$ cat src/rtl/regfile_arb_pkg.sv
// Shared types and width helpers for the register-file write-port arbiter.
package regfile_arb_pkg;

  typedef enum logic {
    ARB    = 1'b0,
    LOCKED = 1'b1
  } arb_state_e;

  localparam int CNT_W = 16;

  function automatic int aw_of(int m);
    return (m > 1) ? $clog2(m) : 1;
  endfunction

  function automatic int iw_of(int nreq);
    return (nreq > 1) ? $clog2(nreq) : 1;
  endfunction

endpackage

$ cat src/rtl/regfile_wr_arbiter_if.sv
// Requester-side handshake bundle plus the register-file write port it drives.
interface regfile_wr_arbiter_if
  import regfile_arb_pkg::*;
#(
  parameter int M    = 8,
  parameter int N    = 8,
  parameter int NREQ = 4
);
  localparam int AW = aw_of(M);
  localparam int IW = iw_of(NREQ);

  logic [NREQ-1:0]    req_valid;
  logic [NREQ-1:0]    req_lock;
  logic [NREQ*AW-1:0] req_addr;
  logic [NREQ*N-1:0]  req_data;
  logic [NREQ-1:0]    req_ready;
  logic               we;
  logic [AW-1:0]      rw;
  logic [N-1:0]       d_in;
  logic [IW-1:0]      grant_id;
  logic               busy;

  modport master (
    output req_valid, req_lock, req_addr, req_data,
    input  req_ready, we, rw, d_in, grant_id, busy
  );

  modport slave (
    input  req_valid, req_lock, req_addr, req_data,
    output req_ready, we, rw, d_in, grant_id, busy
  );

endinterface

$ cat src/rtl/regfile_rr_pick.sv
// Rotating-priority search: first set request at or after ptr, wrapping.
module regfile_rr_pick #(
  parameter int NREQ = 4,
  parameter int IW   = 2
) (
  input  logic [NREQ-1:0] req_i,
  input  logic [IW-1:0]   ptr_i,
  output logic [IW-1:0]   winner_o,
  output logic            found_o
);

  // Scan from farthest to nearest so the nearest hit is the one that sticks.
  always_comb begin
    winner_o = '0;
    found_o  = 1'b0;
    for (int k = NREQ - 1; k >= 0; k--) begin
      if (req_i[(int'(ptr_i) + k) % NREQ]) begin
        winner_o = IW'((int'(ptr_i) + k) % NREQ);
        found_o  = 1'b1;
      end
    end
  end

endmodule

$ cat src/rtl/regfile_wr_arbiter.sv
// Round-robin arbiter sharing one register-file write port, with optional locked bursts.
// Define REGFILE_ARB_STATS_EN to add the saturating contention_cnt output.
module regfile_wr_arbiter
  import regfile_arb_pkg::*;
#(
  parameter int M         = 8,
  parameter int N         = 8,
  parameter int NREQ      = 4,
  parameter int MAX_BURST = 4
) (
  input logic clk,
  input logic rst,
  regfile_wr_arbiter_if.slave bus
`ifdef REGFILE_ARB_STATS_EN
  ,
  output logic [CNT_W-1:0] contention_cnt
`endif
);

  localparam int AW = aw_of(M);
  localparam int IW = iw_of(NREQ);
  localparam int BW = $clog2(MAX_BURST + 1);
  localparam logic [IW-1:0] LAST = IW'(NREQ - 1);

  arb_state_e      state_q;
  logic [IW-1:0]   ptr_q, owner_q, grant_q;
  logic [BW-1:0]   cnt_q;
  logic            we_q;
  logic [AW-1:0]   rw_q;
  logic [N-1:0]    d_in_q;

  logic [IW-1:0]   winner, xfer_id;
  logic            found, xfer;
  logic [NREQ-1:0] ready;

  regfile_rr_pick #(.NREQ(NREQ), .IW(IW)) u_pick (
    .req_i   (bus.req_valid),
    .ptr_i   (ptr_q),
    .winner_o(winner),
    .found_o (found)
  );

  function automatic logic [IW-1:0] next_idx(logic [IW-1:0] i);
    return (i == LAST) ? '0 : IW'(i + 1'b1);
  endfunction

  always_comb begin
    ready   = '0;
    xfer_id = winner;
    if (!rst) begin
      if (state_q == LOCKED) begin
        xfer_id        = owner_q;
        ready[owner_q] = bus.req_valid[owner_q];
      end else if (found) begin
        ready[winner] = 1'b1;
      end
    end
    xfer = |(ready & bus.req_valid);
  end

  always_ff @(posedge clk) begin
    if (rst) begin
      state_q <= ARB;
      ptr_q   <= '0;
      owner_q <= '0;
      cnt_q   <= '0;
      grant_q <= '0;
      we_q    <= 1'b0;
      rw_q    <= '0;
      d_in_q  <= '0;
    end else begin
      we_q <= xfer;
      if (xfer) begin
        rw_q    <= bus.req_addr[int'(xfer_id)*AW +: AW];
        d_in_q  <= bus.req_data[int'(xfer_id)*N +: N];
        grant_q <= xfer_id;
      end
      case (state_q)
        ARB: begin
          if (found) begin
            if (bus.req_lock[winner] && (MAX_BURST > 1)) begin
              state_q <= LOCKED;
              owner_q <= winner;
              cnt_q   <= BW'(1);
            end else begin
              ptr_q <= next_idx(winner);
            end
          end
        end
        LOCKED: begin
          // Owner dropping valid releases the lock just like a burst end.
          if (!bus.req_valid[owner_q] || !bus.req_lock[owner_q] ||
              (int'(cnt_q) + 1 == MAX_BURST)) begin
            state_q <= ARB;
            ptr_q   <= next_idx(owner_q);
            cnt_q   <= '0;
          end else begin
            cnt_q <= cnt_q + BW'(1);
          end
        end
        default: state_q <= ARB;
      endcase
    end
  end

  assign bus.req_ready = ready;
  assign bus.we        = we_q;
  assign bus.rw        = rw_q;
  assign bus.d_in      = d_in_q;
  assign bus.grant_id  = grant_q;
  assign bus.busy      = (state_q == LOCKED);

`ifdef REGFILE_ARB_STATS_EN
  logic [CNT_W-1:0] cont_q;

  always_ff @(posedge clk) begin
    if (rst) begin
      cont_q <= '0;
    end else if (xfer && ($countones(bus.req_valid) >= 2) && (cont_q != '1)) begin
      cont_q <= cont_q + CNT_W'(1);
    end
  end

  assign contention_cnt = cont_q;
`endif

endmodule

$ cat src/flat_wrapper.sv
// flat-port wrapper written by rule: the top's interface ports become plain ports
module regfile_wr_arbiter_flat import regfile_arb_pkg::*;
#(
  parameter int M         = 8,
  parameter int N         = 8,
  parameter int NREQ      = 4,
  parameter int MAX_BURST = 4
)
  (clk, rst, bus_req_valid, bus_req_lock, bus_req_addr, bus_req_data, bus_req_ready, bus_we, bus_rw, bus_d_in, bus_grant_id, bus_busy);
  regfile_wr_arbiter_if #(.M(M), .N(N), .NREQ(NREQ)) bus_i ();
  input logic clk;
  input logic rst;
  input wire logic [$bits(bus_i.req_valid)-1:0] bus_req_valid;
  input wire logic [$bits(bus_i.req_lock)-1:0] bus_req_lock;
  input wire logic [$bits(bus_i.req_addr)-1:0] bus_req_addr;
  input wire logic [$bits(bus_i.req_data)-1:0] bus_req_data;
  output wire logic [$bits(bus_i.req_ready)-1:0] bus_req_ready;
  output wire logic [$bits(bus_i.we)-1:0] bus_we;
  output wire logic [$bits(bus_i.rw)-1:0] bus_rw;
  output wire logic [$bits(bus_i.d_in)-1:0] bus_d_in;
  output wire logic [$bits(bus_i.grant_id)-1:0] bus_grant_id;
  output wire logic [$bits(bus_i.busy)-1:0] bus_busy;
  assign bus_i.req_valid = bus_req_valid;
  assign bus_i.req_lock = bus_req_lock;
  assign bus_i.req_addr = bus_req_addr;
  assign bus_i.req_data = bus_req_data;
  assign bus_req_ready = bus_i.req_ready;
  assign bus_we = bus_i.we;
  assign bus_rw = bus_i.rw;
  assign bus_d_in = bus_i.d_in;
  assign bus_grant_id = bus_i.grant_id;
  assign bus_busy = bus_i.busy;
  regfile_wr_arbiter #(.M(M), .N(N), .NREQ(NREQ), .MAX_BURST(MAX_BURST)) u_core (.clk(clk), .rst(rst), .bus(bus_i));
endmodule
$ cat config.mk
export PLATFORM = sky130hd
export DESIGN_NAME = regfile_wr_arbiter_flat
export DESIGN_NICKNAME = d
export VERILOG_FILES = /design/src/rtl/regfile_arb_pkg.sv /design/src/rtl/regfile_wr_arbiter_if.sv /design/src/rtl/regfile_rr_pick.sv /design/src/rtl/regfile_wr_arbiter.sv /design/src/flat_wrapper.sv
export SDC_FILE = /design/constraint.sdc
export NUM_CORES = 1
export LEC_CHECK = 0
export ABC_AREA = 1
export CAP_MARGIN = 0
export CELL_PAD_IN_SITES_DETAIL_PLACEMENT = 0
export CELL_PAD_IN_SITES_GLOBAL_PLACEMENT = 2
export CORE_MARGIN = 5
export CORE_UTILIZATION = 25
export DETAILED_ROUTE_END_ITERATION = 16
export GPL_ROUTABILITY_DRIVEN = 0
export PLACE_DENSITY_LB_ADDON = 0.1
export SYNTH_ARGS = -nofsm -noshare
export SYNTH_HDL_FRONTEND = slang
export SYNTH_SLANG_ARGS = --single-unit
$ cat constraint.sdc
create_clock -name clk -period 3.5 [get_ports clk]
set_input_delay 0.7 -clock clk [delete_from_list [all_inputs] [get_ports clk]]
set_output_delay 0.7 -clock clk [all_outputs]
set_load 0.1 [all_outputs]
-- Word-level counts from Yosys, hierarchy flattened
Index checks and enable logic that the tools add are counted.
- add/subtract/negate cells: 7
- $mul: 1
- magnitude comparators: 8
- eq/ne operators: 7
- shift-type cells: 2
- mux-type cells: 48
- bitwise operators: 6
- reduce and logical (&&, ||, !) cells: 13
- operators by type and width (kind ; number):
    equality test 32 x 4 -> 1 bit (second input constant) ; 1
    variable part select 12 x 32 -> 3 bit ; 1
    variable part select 32 x 6 -> 8 bit ; 1
    two-way mux 2 bit ; 11
    two-way mux 1 bit ; 19
    binary-select mux 1 bit (select 2 bit) ; 7
    < comparator 3 x 4 -> 1 bit (second input constant) ; 3
    two-way mux 4 bit ; 3
    < comparator 2 x 3 -> 1 bit (second input constant) ; 3
    two-way mux 3 bit ; 3
    AND 4 bit ; 2
    adder 2 x 1 -> 2 bit (second input constant) ; 3
    one-hot mux 3 bit (2 select lines) ; 1
    AND reduction 3 bit ; 2
    OR reduction 2 bit ; 3
    adder 2 bit (second input constant) ; 2
    adder 3 x 1 -> 4 bit (second input constant) ; 1
    demux 1 bit (select 2 bit) ; 2
    equality test 2 bit (second input constant) ; 2
    greater-or-equal comparator 2 x 1 -> 1 bit (second input constant) ; 2
    multiplier 2 x 2 -> 4 bit (second input constant) ; 1
    inequality test 2 x 1 -> 1 bit (second input constant) ; 2
    inequality test 2 bit (second input constant) ; 2
    one-hot mux 2 bit (2 select lines) ; 1
    9 further kinds ; 14
- register bits: 22
- output and inout port bits: 19

-- Longest topological paths before layout
Gate-level depths: netlist (run 1).
- word-level depth: 19
- mapped depth: 20
- gate-level depth less buffers: 18

-- Hierarchy
From an unflattened synthesis (run 1), not the netlist that was laid out.
- cells, all modules: 307
- area, all modules: 1864.3 um2
- modules (own cells, without submodules) (module ; instances ; cells each ; area each (um2) ; sequential area each (um2)):
    regfile_wr_arbiter ; 1 ; 263 ; 1649.1 ; 440.4
    regfile_rr_pick ; 1 ; 44 ; 215.2 ; 0.0

-- Least setup slack after synthesis (run 1)
OpenSTA, ideal clock, no wires.
- kind: input to output
- from: input bus_req_valid[1]
- to: output bus_req_ready[2]
- arrival: 3.747 ns
- required time: 2.800 ns
- slack: -0.947 ns
- stages: 11
- path buffers: 0
- path through: inv_1 -> nand2_1 -> nand3_1 -> nand2_1 -> nand3_1 -> nand3_1 -> nand2_2 -> inv_2 -> ha_1 -> nand2_1 -> a21boi_0
- word-level cells in the longest chain between the ends: 14
- elaborated cells between the ends (all ways): 30
- RTL lines (element ; RTL line ; RTL):
    start: declaration ; flat_wrapper.sv:13 ; input wire logic [$bits(bus_i.req_valid)-1:0] bus_req_valid;
    binary-select mux 1 bit (select 2 bit) ; regfile_rr_pick.sv:17 ; if (req_i[(int'(ptr_i) + k) % NREQ]) begin
    two-way mux 1 bit (implied by the code) (2 in a row) ; regfile_rr_pick.sv:17 ;
    two-way mux 2 bit (3 in a row) ; regfile_rr_pick.sv:17 ;
    two-way mux 2 bit (*) ; regfile_rr_pick.sv:17 ;
    via u_core.u_pick.winner_o[0] ; regfile_rr_pick.sv:8 ; output logic [IW-1:0] winner_o,
    < comparator 2 x 3 -> 1 bit (implied by the code) / greater-or-equal comparator 2 x 1 -> 1 bit (equally long branches) ; regfile_wr_arbiter.sv:55 ; ready[winner] = 1'b1;
    logical AND 1 bit (implied by the code) ; regfile_wr_arbiter.sv:55 ;
    two-way mux 1 bit (implied by the code) ; regfile_wr_arbiter.sv:55 ;
    demux 1 bit (select 2 bit) (*) ; n/a ;
    two-way mux 4 bit (*) ; regfile_wr_arbiter.sv:54 ; end else if (found) begin
    two-way mux 4 bit (*) ; regfile_wr_arbiter.sv:51 ; if (state_q == LOCKED) begin
    two-way mux 4 bit (*) ; regfile_wr_arbiter.sv:50 ; if (!rst) begin
    end: declaration ; flat_wrapper.sv:17 ; output wire logic [$bits(bus_i.req_ready)-1:0] bus_req_ready;
Mark *: on every way through the listed nets, which the timed path passes. The rest lies on a longest branch. The select of a mux whose other input is x is not followed.

-- Worst setup path in the final report (run 1)
- from: input bus_req_valid[0]
- to: output bus_req_ready[2]
Same word-level chain as after synthesis.

==> results.json, run 1 <==
{
  "status": "complete, no violations",
  "nets": 488,
  "hold_depth": 2,
  "clk_path_buf_depth": 2,
  "grt_pass1_vias": 2194,
  "dieArea_mm2": 0.0106,
  "maxSlewViolCount": 0,
  "hp-class": "reg2reg",
  "antenna_left": 0,
  "fin_setup_tns_ps": 0,
  "n_antenna_cell": 0,
  "rsz0062_at_grt": "yes",
  "drt_pass1_iterations": 4,
  "ys_warn_count": 0,
  "yosysUniqueCellTypes": 29,
  "finalWorstSetupSlack_ps": 135,
  "via_per_inst": 4.36,
  "gr-usage-met2": 0.206,
  "power_frac_comb": 0.796,
  "grt_use_met1": 0.187,
  "clockPowerShare": 0.071,
  "wl_um": 6830,
  "area.growth.synth_to_final_pct": 43.2,
  "dieHeight_um": 103,
  "worstPathArrival_ps": 2670,
  "endpoint_kind": "output port",
  "internal_power_mw": 1.31,
  "p_leak_nw": 1.49,
  "rr_endpoint": "u_core.bus.grant_id[1]",
  "portBuffers": 72,
  "fmax_mhz": 297,
  "clkSinkCount": 22,
  "synth_top_area_frac": 0.204,
  "critPathRequiredTime_ps": 2800,
  "busiest_layer": "met2",
  "power.share.sequential": 0.133,
  "cts_buffers": 3,
  "avgSynthCellArea_um2": 6.07,
  "grt_use_total": 0.128,
  "hold_buffers": 0,
  "cts_tree": "built",
  "final_cells": 531,
  "r2r_start": "u_core.ptr_q[0]",
  "crit_path_start_kind": "input port",
  "dp_hpwl_um": 5500,
  "drtIter0Drc": 107,
  "path_class": "in2out",
  "syn_nets": 420,
  "hold_violations": 0,
  "grt_use_met3": 0.0189,
  "ys_top_cells_by_area": "dfxtp_1 (20%), nand2_1 (18%), nand3_1 (10%)",
  "reg2reg_slack_ps": 860,
  "cts_root_buf": "clkbuf_8",
  "rows": 34,
  "clk_pin_slew_ps": 90,
  "start_util": 0.252,
  "min_period_ps": 3370,
  "finalSetupViolCount": 0,
  "antenna_found_initial": 0,
  "clock_latency_ps": 260,
  "path_max_fanout": 8,
  "wl_per_cell_um": 12.9,
  "reg2reg_depth": 19,
  "grt_pass1_wl_um": 10900,
  "fin_area_mm2": 0.00310,
  "swShare": 0.614,
  "pre_cts_ws_ps": 49.6,
  "coreArea_mm2": 0.00859,
  "dp.cells": 527,
  "final_util": 0.360,
  "clock_skew_ps": 5.51,
  "p_sw_mw": 2.09,
  "fin_crit_sh": 0.961,
  "power_density_mw_per_mm2": 1100,
  "holdCritStartpoint": "u_core.bus.grant_id[1]",
  "grt_max_degree": 27,
  "slew_headroom": 0.333,
  "drive_gt1_frac": 0.149,
  "tightestPinTransition_ps": 998,
  "drc": 0,
  "vias": 2316,
  "netlist_instances": 356,
  "dpl-instance-area_mm2": 0.00301,
  "vdd_drop_max_v": 0.000294,
  "yosys_register_bits": 22,
  "cap_violations": 0,
  "ios": 73,
  "fp.dieW_um": 103,
  "synth_area_mm2": 0.00216,
  "hold_end": "u_core.bus.grant_id[1]",
  "synth-seq-area-share": 0.204,
  "overflow": 0,
  "yosysTopAreaCell": "dfxtp_1",
  "cts_htree_levels": 1
}
[critical path, stage by stage]
cell,delay (ps)
clkdlybuf4s50_1,500
nand2_1,70
nand2_2,110
nand2_2,90
nand3_1,130
nand2_1,60
nand2_1,120
nand2_2,140
inv_2,120
ha_1,150
nand2_1,80
a21boi_2,190
buf_12,190
[state kept, by name, summed over array words and instances (netlist names)]
signal               cells
u_core.bus.d_in          8
u_core.bus.rw            3
u_core.cnt_q             3
u_core.bus.grant_id      2
u_core.owner_q           2
u_core.ptr_q             2
u_core.bus.busy          1
u_core.bus.we            1
[through the flow]
step                      total power, mW  hold WS [ps]
after floorplan                      2.54           477
after global placement               3.19           471
after detailed placement             3.19           472
after CTS                            3.43           495
after global routing                 3.69           522
final                                3.39           490
[worst max-delay path by stage]
stage	start	to	slack [ps]
floorplan	bus_req_valid[1]	bus_req_ready[2]	310
global placement	bus_req_valid[1]	bus_req_ready[0]	70
detailed placement	bus_req_valid[1]	bus_req_ready[0]	50
finish	bus_req_valid[0]	bus_req_ready[2]	130
global route	bus_req_valid[0]	bus_req_ready[0]	-9
CTS	bus_req_valid[1]	bus_req_ready[0]	50
[cell families (layout without fill, tap and decap cells)]
family,Yosys count,in the layout,share of synthesized area
buffers and inverters,68,135,0.142
and+or+nand+nor,227,227,0.520
DFF,22,22,0.204
adders and majority gates,10,10,0.0579
AOI/OAI and AO/OA,28,28,0.0718
xor gates and xnor gates,1,1,0.00405
[synth_stat cells (all sizes together)]
master / instances
a21boi: 4
a21oi: 7
buf: 11
clkbuf: 3
dfxtp: 22
ha: 10
inv: 54
nand2: 116
nand3: 46
nand3b: 22
nand4: 3
nor2: 39
o21ai: 16
o22ai: 1
or2: 1
xnor2: 1
[power by group through the flow]
stage	sequential, mW	combinational (mW)	clock, mW
global route	0.471	2.95	0.261
global placement	0.462	2.73	0
finish	0.452	2.70	0.240
detailed placement	0.463	2.72	0
floorplan	1.05	1.49	0
CTS	0.457	2.73	0.251
[layout make-up]
type,instances,area (um2)
tap,108,135
clock buffer,3,41.3
timing repair buffer,77,811
sequential,22,440
fill,941,5500
multi-input combinational,266,1430
clock inverter,1,30.0
inverter,54,205
[placed cells by master, fill, tap and decap left out, drive strengths merged]
cell / count
nand2: 116
clkdlybuf4s50: 64
inv: 54
nand3: 46
nor2: 39
nand3b: 22
dfxtp: 22
o21ai: 16
buf: 11
ha: 10
a21oi: 7
a21boi: 4
clkbuf: 3
nand4: 3
dlymetal6s2s: 2
o22ai: 1
xnor2: 1
or2: 1
bufinv: 1
[routing by layer]
metal / vias up / part of all wire
met4: 0 / 0.0034
met1: 1032 / 0.50
met3: 2 / 0.032
met5: - / 0
li1: 1242 / -
met2: 40 / 0.46
[timing repair]
action	CTS	global route
gates resized for setup	0	4
endpoints found under the hold margin	0	0
endpoints found under the setup margin	0	4
buffers inserted	0	0
No activity file was read; power rests on OpenSTA's default activity.
==> run 2: changes to the inputs <==
Settings changed: GPL_TIMING_DRIVEN set to 0.
==> run 2 against run 1 <==
Compared with the run above:
- cell area grew 2.6%
- non-clock buffer count rose by 11
- register-to-register slack better by 160 ps
- sequential share of layout area decreased by 0.36 points
- via count grew 1.6%
- largest cell class unchanged
==> results.json, run 2 (synthesis results as in run 1) <==
{
  "cpPeakStageDelay_ps": 520,
  "antenna_found_initial": 0,
  "path_class": "in2out",
  "fp.dieW_um": 103,
  "fmax_mhz": 300,
  "drive_gt1_frac": 0.173,
  "hold_end": "u_core.bus.grant_id[1]",
  "path_max_fanout": 8,
  "clock_latency_ps": 260,
  "nets": 499,
  "cts_htree_levels": 1,
  "mostFrequentLayoutCells": "nand2_1 (101), clkdlybuf4s50_1 (65), inv_1 (48)",
  "n_antenna_cell": 0,
  "fin_area_mm2": 0.00318,
  "drtIter0Drc": 48,
  "grt_use_total": 0.133,
  "endpoint_kind": "output port",
  "cts_tree": "built",
  "maxSlewViolCount": 0,
  "finalSetupViolCount": 0,
  "multi_input_area_mm2": 0.00147,
  "grt_pass1_vias": 2234,
  "dieHeight_um": 103,
  "ios": 73,
  "hold_depth": 2,
  "grt_pass1_wl_um": 11100,
  "hp-class": "reg2reg",
  "rsz0062_at_grt": "no",
  "ff_latch_area_um2": 440,
  "wl_per_cell_um": 13.0,
  "n_fill_cell": 960,
  "tightestPinTransition_ps": 1010,
  "dieArea_mm2": 0.0106,
  "drc": 0,
  "worstPathArrival_ps": 2640,
  "cts_buffers": 3,
  "r2r_start": "u_core.ptr_q[0]",
  "grt_max_degree": 14,
  "cap_violations": 0,
  "clk_pin_slew_ps": 80,
  "holdCritStartpoint": "u_core.bus.grant_id[1]",
  "antenna_left": 0,
  "coreArea_mm2": 0.00859,
  "critPathRequiredTime_ps": 2800,
  "slew_headroom": 0.326,
  "final_cells": 542,
  "slowest_stage": "clkdlybuf4s50_1",
  "reg2reg_depth": 20,
  "cts_root_buf": "clkbuf_8",
  "dp.cells": 536,
  "dpl-instance-area_mm2": 0.00303,
  "drt_pass1_iterations": 5,
  "final_common_cell": "nand2_1",
  "clock_skew_ps": 5.39,
  "wl_um": 7060,
  "dp_hpwl_um": 5760,
  "vias": 2353,
  "start_util": 0.252,
  "hold_violations": 0,
  "fin_crit_sh": 0.953,
  "clkSinkCount": 22,
  "clk_path_buf_depth": 2,
  "rows": 34,
  "min_period_ps": 3340,
  "crit_path_start_kind": "input port",
  "area.growth.synth_to_final_pct": 47.0,
  "crit_chain": "clkdlybuf4s50_1 > inv_2 > nand2_2 > nand3_1 > nand2_1 > nand3_2 > nand3_2 > nand2_4 > inv_2 > ha_1 > nand2_1 > a21boi_2 > buf_12",
  "overflow": 0,
  "final_util": 0.370,
  "via_per_inst": 4.34,
  "portBuffers": 72,
  "status": "complete, no violations",
  "rr_endpoint": "u_core.bus.d_in[3]",
  "largest_reg_flops": 8,
  "reg2reg_slack_ps": 1020
}
-- run 2: changes by cell type in the layout (fill, tap and decap cells not counted), sizes merged --
cell           previous run  this run
buf                      11        17
clkbuf                    3         6
clkdlybuf4s50            64        65
dlygate4sd2               0         1
-- run 2: worst max path at each step --
stage                startpoint                to  slack [ps]  cells after the start
5_1_grt        bus_req_valid[0]  bus_req_ready[0]           5                     13
3_5_place_dp   bus_req_valid[3]  bus_req_ready[2]       -1020                     11
6_report       bus_req_valid[0]  bus_req_ready[0]         160                     13
2_1_floorplan  bus_req_valid[1]  bus_req_ready[2]         310                     11
3_3_place_gp   bus_req_valid[3]  bus_req_ready[2]        -970                     11
4_1_cts        bus_req_valid[2]  bus_req_ready[2]          40                     14
-- run 2: metal layers --
metal	global-route usage	routed length (um)	vias to the layer above	part of all wire
met4	0.0149	23	0	0.0033
met2	0.212	3350	32	0.47
li1	-	-	1270	-
met3	0.0196	195	2	0.028
met1	0.197	3490	1049	0.49
met5	0	0	-	0
-- run 2: per-stage QoR --
| stage | TNS (ps) | setup slack, ps | hold slack (ps) |
|---|---|---|---|
| floorplan | 0 | 308 | 477 |
| global placement | -3700 | -968 | 467 |
| detailed placement | -3810 | -1020 | 470 |
| CTS | 0 | 40.5 | 493 |
| global route | 0 | 4.99 | 525 |
| finish | 0 | 163 | 483 |
-- run 2: cell type report --
class	count	area share
Inverter	54	0.0646
Multi-Input combinational cell	266	0.461
Tap cell	108	0.0425
Clock inverter	1	0.00945
Sequential cell	22	0.139
Buffer	14	0.0323
Timing Repair Buffer	74	0.239
Clock buffer	3	0.0130
-- run 2: worst max-delay path, delay by kind of cell --
family / cells / cell delay [ps]
buf+inv: 4 / 880
simple gates: 7 / 690
compound gates: 1 / 200
fa+ha+maj: 1 / 170
-- run 2: what timing repair did --
action | 4_1_cts | 5_1_grt
setup endpoints to repair | 4 | 4
hold buffers | 0 | 0
pin swaps | 0 | 2
resized for setup | 34 | 11
setup buffers | 0 | 2
Power of run 2 is left out: the tool's default activity adds up to more than one toggle a clock period on the data nets, which glitch-free logic cannot reach.
==> run 3: changes to the inputs <==
Settings changed: CORE_ASPECT_RATIO set to 1.1, SKIP_CTS_REPAIR_TIMING set to 1.
==> run 3 against run 2 <==
Compared with the run above:
- cell area down 1.3%
- largest cell class unchanged
- via count up 1.6%
- non-clock buffer count shrank 2
- critical path type unchanged
==> results.json, run 3 (synthesis results as in run 1) <==
{
  "status": "complete, no violations",
  "cts_buffers": 3,
  "path_max_fanout": 8,
  "clk_pin_slew_ps": 80,
  "worstPathArrival_ps": 2390,
  "area.growth.synth_to_final_pct": 45.1,
  "final_common_cell": "nand2_1",
  "antenna_left": 0,
  "hold_violations": 0,
  "drt_pass1_iterations": 4,
  "rows": 35,
  "hold_depth": 2,
  "cts_root_buf": "clkbuf_8",
  "maxSlewViolCount": 0,
  "endpoint_kind": "output port",
  "dpl-instance-area_mm2": 0.00303,
  "slowest_stage": "a21boi_2",
  "rsz0062_at_grt": "no",
  "largest_reg_flops": 8,
  "dieHeight_um": 108,
  "crit_path_start_kind": "input port",
  "tightestPinTransition_ps": 977,
  "nets": 497,
  "p_total_mw": 3.44,
  "fp.dieW_um": 98.7,
  "portBuffers": 72,
  "ios": 73,
  "grt_pass1_wl_um": 11700,
  "mostFrequentLayoutCells": "nand2_1 (103), clkdlybuf4s50_1 (64), inv_1 (49)",
  "clock_latency_ps": 270,
  "finalSetupViolCount": 0,
  "reg2reg_depth": 19,
  "wl_um": 7070,
  "drtIter0Drc": 55,
  "drc": 0,
  "start_util": 0.257,
  "cts_htree_levels": 1,
  "dp_hpwl_um": 5800,
  "fmax_mhz": 323,
  "dieArea_mm2": 0.0106,
  "cpPeakStageDelay_ps": 210,
  "via_per_inst": 4.40,
  "critPathRequiredTime_ps": 2800,
  "p_leak_nw": 1.53,
  "coreArea_mm2": 0.00841,
  "drive_gt1_frac": 0.157,
  "wl_per_cell_um": 13.0,
  "vdd_drop_max_v": 0.000455,
  "fin_crit_sh": 0.884,
  "overflow": 0,
  "power_density_mw_per_mm2": 1100,
  "slew_headroom": 0.347,
  "vias": 2390,
  "cp_common_cell": "nand2_1",
  "min_period_ps": 3090,
  "path_class": "in2out",
  "n_antenna_cell": 0,
  "clkSinkCount": 22,
  "crit_chain": "dlymetal6s2s_1 > inv_1 > nand2_1 > nand3_1 > nand2_1 > nand3_1 > nand2_1 > nand2_1 > nand2_4 > inv_2 > ha_1 > nand2_1 > a21boi_2 > buf_12",
  "fin_area_mm2": 0.00314,
  "grt_max_degree": 14,
  "grt_pass1_vias": 2540,
  "grt_use_total": 0.135,
  "n_fill_cell": 976,
  "hp-class": "reg2reg",
  "cts_tree": "built",
  "clock_skew_ps": 2.78,
  "whs_ps": 493,
  "cap_violations": 0,
  "antenna_found_initial": 0,
  "clk_path_buf_depth": 2
}
==> run 3: metrics by stage <==
step	cells	utilization	TNS, ps	worst slack, ps
2_1_floorplan	356	-	0	308
3_3_place_gp	539	0.361	-3630	-965
3_5_place_dp	539	0.361	-3490	-926
4_1_cts	543	0.369	-3530	-934
5_1_grt	543	0.373	0	229
6_report	543	0.373	0	406
==> run 3: worst max-delay path, delay by kind of cell <==
kind / cells / cell delay (ps)
AO/OA/AOI/OAI: 1 / 210
adder cells (fa/ha/maj): 1 / 150
AND/OR/NAND/NOR: 8 / 760
buffers and inverters: 4 / 560
==> run 3: path summary, 6_finish.rpt <==
check | from | to | slack [ps]
max | bus_req_valid[3] | bus_req_ready[2] | 410
min | u_core.bus.grant_id[1] | u_core.bus.grant_id[1] | 490
max reg2reg | u_core.ptr_q[1] | u_core.bus.d_in[3] | 950
min reg2reg | u_core.bus.grant_id[1] | u_core.bus.grant_id[1] | 490
==> run 3: report_power, final <==
group,leakage (nW),internal [mW],switching (mW),total (mW)
combinational,1.31,0.823,1.92,2.75
sequential,0.182,0.363,0.0892,0.452
clock,0.0357,0.153,0.0895,0.242
==> run 3: metal layers <==
metal	wire (um)	GRT usage	vias up
met1	2970	0.150	1043
met5	0	0	-
li1	-	-	1265
met3	408	0.0318	12
met4	178	0.0390	0
met2	3510	0.253	70
==> run 3: layout make-up <==
type	instances	area (um2)	share of cell area
tap	111	139	0.0443
sequential	22	440	0.140
multi-input combinational	266	1440	0.459
timing repair buffer	72	741	0.236
buffer	14	103	0.0327
clock inverter	1	30.0	0.00957
inverter	54	205	0.0654
clock buffer	3	41.3	0.0132
